==> config.mk <==
export PLATFORM = sky130hd
export DESIGN_NAME = reservation_station_add
export DESIGN_NICKNAME = d
export VERILOG_FILES = /design/src/rtl/reservation_station_add_pkg.sv /design/src/rtl/reservation_station_add_rs_entry.sv /design/src/rtl/reservation_station_add.sv
export SDC_FILE = /design/constraint.sdc
export NUM_CORES = 1
export LEC_CHECK = 0
export ABC_AREA = 1
export CAP_MARGIN = 10
export CORE_MARGIN = 1
export CORE_UTILIZATION = 45
export CTS_CLUSTER_SIZE = 40
export DETAILED_ROUTE_END_ITERATION = 8
export PLACE_DENSITY = 0.67
export SETUP_SLACK_MARGIN = 0.15
export SYNTH_ARGS = -nofsm -noshare
export SYNTH_HDL_FRONTEND = slang
export SYNTH_SLANG_ARGS = --single-unit
==> constraint.sdc <==
create_clock -name clock -period 1.96 [get_ports clock]
set_input_delay 0.392 -clock clock [delete_from_list [all_inputs] [get_ports clock]]
set_output_delay 0.392 -clock clock [all_outputs]
set_load 0.01 [all_outputs]
==> src/rtl/reservation_station_add_pkg.sv <==
// Shared widths, tag/op encodings and the per-entry storage layout for the add/sub
// reservation station.
package reservation_station_add_pkg;

    localparam int DATA_W = 16;
    localparam int TAG_W  = 3;

    localparam logic [TAG_W-1:0] TAG_NONE = '0;

    localparam logic OP_ADD = 1'b0;
    localparam logic OP_SUB = 1'b1;

    typedef struct packed {
        logic              busy;
        logic              op;
        logic [DATA_W-1:0] vj;
        logic [TAG_W-1:0]  qj;
        logic [DATA_W-1:0] vk;
        logic [TAG_W-1:0]  qk;
    } rs_entry_t;

endpackage

==> src/rtl/reservation_station_add_rs_entry.sv <==
// One reservation-station entry: issue write with CDB bypass, CDB snoop into
// waiting operands, release on selection, and the ready flag.
module reservation_station_add_rs_entry
    import reservation_station_add_pkg::*;
(
    input  logic              clock,
    input  logic              resetn,
    input  logic              i_alloc,
    input  logic              i_free,
    input  logic              i_op,
    input  logic [DATA_W-1:0] i_vj,
    input  logic [TAG_W-1:0]  i_qj,
    input  logic [DATA_W-1:0] i_vk,
    input  logic [TAG_W-1:0]  i_qk,
    input  logic              i_cdb_valid,
    input  logic [TAG_W-1:0]  i_cdb_tag,
    input  logic [DATA_W-1:0] i_cdb_data,
    output logic              o_busy,
    output logic              o_op,
    output logic [DATA_W-1:0] o_vj,
    output logic [DATA_W-1:0] o_vk,
    output logic              o_ready
);

    rs_entry_t r_entry;
    logic      w_snoop;

    // Tag 0 means "no producer", so a broadcast carrying it never matches.
    assign w_snoop = i_cdb_valid && (i_cdb_tag != TAG_NONE);

    always_ff @(posedge clock or negedge resetn) begin
        if (!resetn) begin
            r_entry <= '0;
        end else if (i_alloc) begin
            r_entry.busy <= 1'b1;
            r_entry.op   <= i_op;
            if (w_snoop && (i_qj == i_cdb_tag)) begin
                r_entry.vj <= i_cdb_data;
                r_entry.qj <= TAG_NONE;
            end else begin
                r_entry.vj <= i_vj;
                r_entry.qj <= i_qj;
            end
            if (w_snoop && (i_qk == i_cdb_tag)) begin
                r_entry.vk <= i_cdb_data;
                r_entry.qk <= TAG_NONE;
            end else begin
                r_entry.vk <= i_vk;
                r_entry.qk <= i_qk;
            end
        end else if (i_free) begin
            r_entry <= '0;
        end else if (r_entry.busy) begin
            if (w_snoop && (r_entry.qj == i_cdb_tag)) begin
                r_entry.vj <= i_cdb_data;
                r_entry.qj <= TAG_NONE;
            end
            if (w_snoop && (r_entry.qk == i_cdb_tag)) begin
                r_entry.vk <= i_cdb_data;
                r_entry.qk <= TAG_NONE;
            end
        end
    end

    assign o_busy  = r_entry.busy;
    assign o_op    = r_entry.op;
    assign o_vj    = r_entry.vj;
    assign o_vk    = r_entry.vk;
    assign o_ready = r_entry.busy && (r_entry.qj == TAG_NONE) && (r_entry.qk == TAG_NONE);

endmodule

==> src/rtl/reservation_station_add.sv <==
// Add/sub reservation station: lowest-free allocation, age-matrix oldest-ready
// selection and a one-deep output register toward the adder.
module reservation_station_add
    import reservation_station_add_pkg::*;
#(
    parameter int DEPTH    = 3,
    parameter int TAG_BASE = 1
) (
    input  logic              clock,
    input  logic              resetn,
    input  logic              issue_valid,
    output logic              issue_ready,
    input  logic              issue_op,
    input  logic [DATA_W-1:0] issue_vj,
    input  logic [TAG_W-1:0]  issue_qj,
    input  logic [DATA_W-1:0] issue_vk,
    input  logic [TAG_W-1:0]  issue_qk,
    output logic [TAG_W-1:0]  issue_tag,
    input  logic              cdb_valid,
    input  logic [TAG_W-1:0]  cdb_tag,
    input  logic [DATA_W-1:0] cdb_data,
    output logic              fu_valid,
    input  logic              fu_ready,
    output logic              fu_op,
    output logic [DATA_W-1:0] fu_a,
    output logic [DATA_W-1:0] fu_b,
    output logic [TAG_W-1:0]  fu_tag,
    output logic [2:0]        busy_count
);

    logic [DEPTH-1:0]              w_busy;
    logic [DEPTH-1:0]              w_ready;
    logic [DEPTH-1:0]              w_op;
    logic [DATA_W-1:0]             w_vj [DEPTH];
    logic [DATA_W-1:0]             w_vk [DEPTH];
    logic [DEPTH-1:0]              w_alloc_oh;
    logic [DEPTH-1:0]              w_alloc;
    logic [DEPTH-1:0]              w_sel;
    logic [DEPTH-1:0]              w_free;
    logic                          w_load;
    logic                          w_pick_op;
    logic [DATA_W-1:0]             w_pick_a;
    logic [DATA_W-1:0]             w_pick_b;
    logic [TAG_W-1:0]              w_pick_tag;
    logic [2:0]                    w_busy_cnt;
    // r_older[i][j] set means entry i was issued before entry j.
    logic [DEPTH-1:0][DEPTH-1:0]   r_older;
    logic                          r_fu_valid;
    logic                          r_fu_op;
    logic [DATA_W-1:0]             r_fu_a;
    logic [DATA_W-1:0]             r_fu_b;
    logic [TAG_W-1:0]              r_fu_tag;

    for (genvar g = 0; g < DEPTH; g++) begin : g_entry
        reservation_station_add_rs_entry u_entry (
            .clock       (clock),
            .resetn      (resetn),
            .i_alloc     (w_alloc[g]),
            .i_free      (w_free[g]),
            .i_op        (issue_op),
            .i_vj        (issue_vj),
            .i_qj        (issue_qj),
            .i_vk        (issue_vk),
            .i_qk        (issue_qk),
            .i_cdb_valid (cdb_valid),
            .i_cdb_tag   (cdb_tag),
            .i_cdb_data  (cdb_data),
            .o_busy      (w_busy[g]),
            .o_op        (w_op[g]),
            .o_vj        (w_vj[g]),
            .o_vk        (w_vk[g]),
            .o_ready     (w_ready[g])
        );
    end

    // Descending scan so the last hit is the lowest free index.
    always_comb begin
        w_alloc_oh = '0;
        issue_tag  = TAG_W'(TAG_BASE);
        for (int i = DEPTH - 1; i >= 0; i--) begin
            if (!w_busy[i]) begin
                w_alloc_oh    = '0;
                w_alloc_oh[i] = 1'b1;
                issue_tag     = TAG_W'(TAG_BASE + i);
            end
        end
    end

    assign issue_ready = !(&w_busy);
    assign w_alloc     = w_alloc_oh & {DEPTH{issue_valid && issue_ready}};

    always_comb begin
        w_sel = w_ready;
        for (int i = 0; i < DEPTH; i++) begin
            for (int j = 0; j < DEPTH; j++) begin
                if ((i != j) && w_ready[j] && r_older[j][i]) begin
                    w_sel[i] = 1'b0;
                end
            end
        end
    end

    assign w_load = (|w_ready) && (!r_fu_valid || fu_ready);
    assign w_free = w_sel & {DEPTH{w_load}};

    always_comb begin
        w_pick_op  = 1'b0;
        w_pick_a   = '0;
        w_pick_b   = '0;
        w_pick_tag = '0;
        for (int i = 0; i < DEPTH; i++) begin
            if (w_sel[i]) begin
                w_pick_op  = w_op[i];
                w_pick_a   = w_vj[i];
                w_pick_b   = w_vk[i];
                w_pick_tag = TAG_W'(TAG_BASE + i);
            end
        end
    end

    always_comb begin
        w_busy_cnt = '0;
        for (int i = 0; i < DEPTH; i++) begin
            w_busy_cnt = w_busy_cnt + {2'b00, w_busy[i]};
        end
    end

    // A newly allocated entry becomes younger than every other entry.
    always_ff @(posedge clock or negedge resetn) begin
        if (!resetn) begin
            r_older <= '0;
        end else begin
            for (int i = 0; i < DEPTH; i++) begin
                for (int j = 0; j < DEPTH; j++) begin
                    if (w_alloc[j] && (i != j)) begin
                        r_older[i][j] <= 1'b1;
                    end else if (w_alloc[i]) begin
                        r_older[i][j] <= 1'b0;
                    end
                end
            end
        end
    end

    always_ff @(posedge clock or negedge resetn) begin
        if (!resetn) begin
            r_fu_valid <= 1'b0;
            r_fu_op    <= 1'b0;
            r_fu_a     <= '0;
            r_fu_b     <= '0;
            r_fu_tag   <= '0;
        end else if (w_load) begin
            r_fu_valid <= 1'b1;
            r_fu_op    <= w_pick_op;
            r_fu_a     <= w_pick_a;
            r_fu_b     <= w_pick_b;
            r_fu_tag   <= w_pick_tag;
        end else if (fu_ready) begin
            r_fu_valid <= 1'b0;
        end
    end

    assign fu_valid   = r_fu_valid;
    assign fu_op      = r_fu_op;
    assign fu_a       = r_fu_a;
    assign fu_b       = r_fu_b;
    assign fu_tag     = r_fu_tag;
    assign busy_count = w_busy_cnt;

endmodule

==> summary.md <==
| Metric | Value |
|---|---|
| Critical Path Fanout Max | `8` |
| Antenna diodes | `0` |
| Synth Cell Area | `0.00958 mm2` |
| Final WL | `49.2 mm` |
| Clock Latency Late Sink | `0.45 ns` |
| Syn avg cell area | `7.16 um2` |
| Count of pins over their slew limit | `0` |
| Grt ovf | `0` |
| Die Ht | `148 um` |
| Max Clk Rate | `0.453 GHz` |
| Grt met3 use | `9.75%` |
| Final #Nets | `1637` |
| Core area | `0.0210 mm2` |
| Worst-Margin Slew | `0.642 ns` |
| Maximum vdd drop | `0.00104 V` |
| CP endpoint kind | `flip-flop` |
| DRC errors left | `26` |
| Leak | `8.02 nW` |
| Final critical-path setup slack | `-0.245 ns` |
| Post-synthesis cell type count | `31` |
| Reg2reg path depth | `13` |
| P per Cell Area | `1680 mW/mm2` |
| Critical path required time | `2.27 ns` |
| CTS Root Cell | `clkbuf_16` |
| Post-DRT Antenna Nets | `0` |
| Initial antenna violation count | `1` |
| Vias in the first global route | `11.5k` |
| CTS tree | `yes` |
| Rel. slew slack | `57.1%` |
| Mapped Cells | `1337` |
| RSZ-0062 raised after global routing | `true` |
| Post-synth top flop | `dfrtp_1` |
| Via density per instance | `6.58` |
| Met2 GRT Util | `60.8%` |
| CTS clock-pin slew for the worst setup and hold paths | `0.07 ns` |
| # Max-Cap Violations | `0` |
| Routed vias | `12.2k` |
| I/O Pins | `107` |
| Fillers | `1213` |
| First-pass GRT wire length | `63.4 mm` |
| Outcome | `finished, violations left` |
| GR Util met1 | `45.7%` |
| Ys Warns | `0` |
| TritonCTS Sinks | `162` |
| Final setup vio count | `137` |
| Maximum buffer depth of the clock tree | `2` |
| Tcrit/Tclk final | `113%` |
| GPL Wtd Cong | `0.934` |
| Sum Neg Setup Slack | `-10.52 ns` |
| Iteration count of the initial detailed-routing pass | `9` |
| Hold/Removal Path Class | `in -> async` |
| Synthesized flop and latch total | `162` |
| Initial Util | `45.7%` |
| # rows | `53` |
| PortBufs | `103` |
| Most Crowded Layer GR | `met2` |
| Crit path arrival time | `2.52 ns` |
| Critical Path Source Type | `flip-flop` |
| Die extent in x | `148 um` |
| Final HPWL DP | `24.4 mm` |
| Ratio of cells with drive above 1 in the final layout | `42.2%` |
| Final hold viol count | `0` |
| Final Critical Period | `2.21 ns` |
| Layout area overhead | `69.6%` |
| Overall die area | `0.0219 mm2` |
| Failing checks | `DRC, setup timing` |
| Total track usage | `38.4%` |
| Fraction of registers with async set/reset | `100%` |
| Pre-CTS setup slack | `-0.268 ns` |
| Initial DRC Count | `2225` |
| H-tree depth | `4` |
| CP Class | `reg -> reg` |
| Total CTS buffers | `17` |
| WL/cell | `26.4 um` |
| Final Skew | `0.0113 ns` |
| Pin count of the biggest net entering global routing | `57` |
| Number of synthesized flops with an enable pin | `0` |
| Sequential fraction of the synthesis area | `42.3%` |
## per-stage QoR
step                      instance area [um2]  hold WS (ns)  cells  total power (W)  util, %
after global routing                    16200         0.465   1861           0.0281     77.5
after CTS                               15100         0.439   1843           0.0234     72.3
after floorplan                          9590        0.0964   1339           0.0112        -
after global placement                  11700         0.329   1738           0.0149     55.8
final                                   16200         0.416   1861           0.0272     77.5
after detailed placement                11700         0.325   1738           0.0151     55.8
## critical path: stages (launching register included)
cell	delay (ns)
dfrtp_1	0.40
inv_2	0.09
nand2_2	0.07
nor2_4	0.14
nand2_4	0.09
buf_12	0.13
nor2_4	0.12
nor2_8	0.10
a21oi_4	0.24
buf_12	0.17
buf_12	0.14
nand2_8	0.10
nand2_1	0.11
nand2_1	0.12
## path summary, 6_finish.rpt
| kind | from | to | slack, ns |
|---|---|---|---|
| worst max-delay path | g_entry[2].u_entry.r_entry[21] | g_entry[1].u_entry.o_vj[15] | -0.25 |
| worst min-delay path | resetn | fu_a[8] | 0.42 |
| worst max register to register | g_entry[2].u_entry.r_entry[21] | g_entry[1].u_entry.o_vj[15] | -0.25 |
| worst min register to register | fu_b[12] | fu_b[12] | 0.48 |
| max in group asynchronous | resetn | g_entry[0].u_entry.o_busy | 0.84 |
| min in group clock | fu_b[12] | fu_b[12] | 0.48 |
## cell usage after synthesis (12+ instances only)
cell type	instances	area, um2
nand4_1	83	519
xnor2_1	14	123
a21oi_1	70	350
nand3_1	182	911
nand2_1	494	1850
o211ai_1	49	368
buf_2	33	165
nor2_1	13	48.8
dfrtp_1	162	4050
inv_1	104	390
o21ai_0	12	60.1
clkbuf_1	40	150
buf_4	12	90.1
## power by group
group	internal (W)	switching [W]	leakage, nW
combinational	0.00750	0.0103	5.69
clock	0.00187	0.00158	0.282
sequential	0.00478	0.00116	2.05
total	0.0142	0.0131	8.02
## logic make-up after synthesis
kind of cell | Yosys count | synth area share, %
AO/OA/AOI/OAI | 142 | 8.95
other | 1 | 0.0392
flip-flops | 162 | 42.3
adder cells (fa/ha/maj) | 1 | 0.209
XOR/XNOR | 21 | 2.00
AND/OR/NAND/NOR | 798 | 37.2
buffers and inverters | 212 | 9.24
## cell usage in the layout (no fill, tap or decap), types with 18 or more instances in the layout
| cell | count |
|---|---|
| nand4_1 | 83 |
| buf_4 | 75 |
| a21oi_2 | 23 |
| nand3_2 | 55 |
| buf_12 | 50 |
| clkdlybuf4s50_1 | 97 |
| buf_6 | 44 |
| dfrtp_1 | 160 |
| o211ai_1 | 49 |
| buf_16 | 18 |
| nand2_2 | 160 |
| a21oi_1 | 41 |
| nand3_4 | 48 |
| clkbuf_16 | 23 |
| nand2_1 | 268 |
| inv_1 | 96 |
| nand3_1 | 84 |
| nand2_4 | 69 |
## layout make-up
class	instances	area [um2]	share of cell area, %
multi-input combinational	969	6910	42.6
clock inverter	12	121	0.747
inverter	117	463	2.85
tap	275	344	2.12
timing repair buffer	306	3880	23.9
sequential	162	4060	25.0
clock buffer	20	467	2.87
## sequential cells by signal, indices dropped and copies added, names as in the netlist
register and cells:
g_entry.u_entry.o_vj 48, g_entry.u_entry.o_vk 48, g_entry.u_entry.r_entry 18, fu_a 16
fu_b 16, r_older 6, g_entry.u_entry.o_busy 3, g_entry.u_entry.o_op 3
fu_tag 2, fu_op 1, fu_valid 1
## routing by layer
layer | vias up | share of wire, % | wire length, um
li1 | 4943 | - | -
met1 | 5734 | 33 | 16000
met2 | 1128 | 45 | 22000
met3 | 441 | 13 | 6630
met4 | 0 | 9.2 | 4500
met5 | - | 0 | 0
## timing repair
action / 4_1_cts / 5_1_grt
endpoints found under the setup margin: 156 / 162
hold buffers: 1 / 0
setup buffers: 50 / 11
gates cloned: 22 / 7
gates resized for setup: 503 / 205
hold endpoints to repair: 33 / 0
pin swaps: 187 / 123
Note: power is estimated with default switching activity, not from simulation.
==> variant: new RTL, same settings <==
`TAG_W`: 3 -> 4.
--- a/src/rtl/reservation_station_add_pkg.sv
+++ b/src/rtl/reservation_station_add_pkg.sv
@@ -3,7 +3,7 @@
 package reservation_station_add_pkg;
 
     localparam int DATA_W = 16;
-    localparam int TAG_W  = 3;
+    localparam int TAG_W  = 4;
 
     localparam logic [TAG_W-1:0] TAG_NONE = '0;
 
Interface: changed (5 resized); port bits go from 107 to 112. The function was not compared with the original's and may differ.
==> variant against the original RTL <==
The flow still finishes with violations (design-rule violations, negative setup slack); global-route usage decreased by 3.2 points; wire length decreased by 4.1%; setup slack worse by 0.051 ns; via count grew 4.9%; total power down 28%; synthesized area grew 9.2%; design area down 0.34%; sequential cell count rose by 6; largest power group unchanged.
==> variant: results <==
yosys:
  netlist_instances: 1502
  ys_types: 32
  synth_commonest_cells: "nand2_1, dfrtp_1, nand4_1"
detailed_routing:
  post_drt_wl_per_cell_um: 22.9
  drt_iter0_markers: 1637
  drc: 1
  wl_met2_um: 20200
placement:
  gp_congestion: 0.948
  dp_slack_ns: -0.368
  post-dp-hpwl_um: 25900
  placed_cell_area_um2: 12900
timing:
  setup_viol_count_final: 89
  timing.final.ws_setup_ns: -0.296
  skew_ns: 0.0120
run_status:
  outcome: "finished with violations"
  violations: "design-rule violations, negative setup slack"
setup_path:
  rr_endpoint: "g_entry[2].u_entry.o_vk[7]"
  cp_slowest_cell: "o211ai_1"
  slowest_delay_ns: 0.57
  crit_start: "cdb_tag[0]"
global_routing:
  grt_start_max_net_pins: 49
  grt.total_usage_pct: 35.2
power:
  total_leakage_power_uw: 0.00839
  powerComb_uw: 10700
  max-vdd-ir-drop_uv: 721
final_layout:
  layoutNonFillerInstCount: 2059
  nets: 1828
variant: routing by layer:
metal | up-vias | GRT usage [%]
met5 | - | 0
met4 | 0 | 19.2
met2 | 1031 | 55.2
met1 | 5905 | 45.6
li1 | 5543 | -
met3 | 372 | 7.43
variant: area by class of cell:
class	count	area, µm²
repair buffers	369	4250
multi-input cells	1092	6380
flip-flops and latches	168	4210
fillers	1644	6520
well taps	285	357
clock inverters	12	91.3
inverters	113	462
clock buffers	20	447
variant: cell families (layout without fill, tap and decap cells):
family	after synthesis	count (layout)	share of synthesized area [%]
buffers and inverters	247	514	10.1
flip-flops	168	168	40.2
AND/OR/NAND/NOR	927	928	39.1
other	1	5	0.0358
AO/OA/AOI/OAI	146	146	9.38
adder cells (fa/ha/maj)	1	1	0.191
XOR/XNOR	12	12	1.00
variant: through the flow:
stage               total power, µW  utilization, %
floorplan                      9720               -
global placement              12800            56.7
detailed placement            12900            56.7
CTS                           17600            66.5
global route                  20600            71.3
finish                        19700            71.3
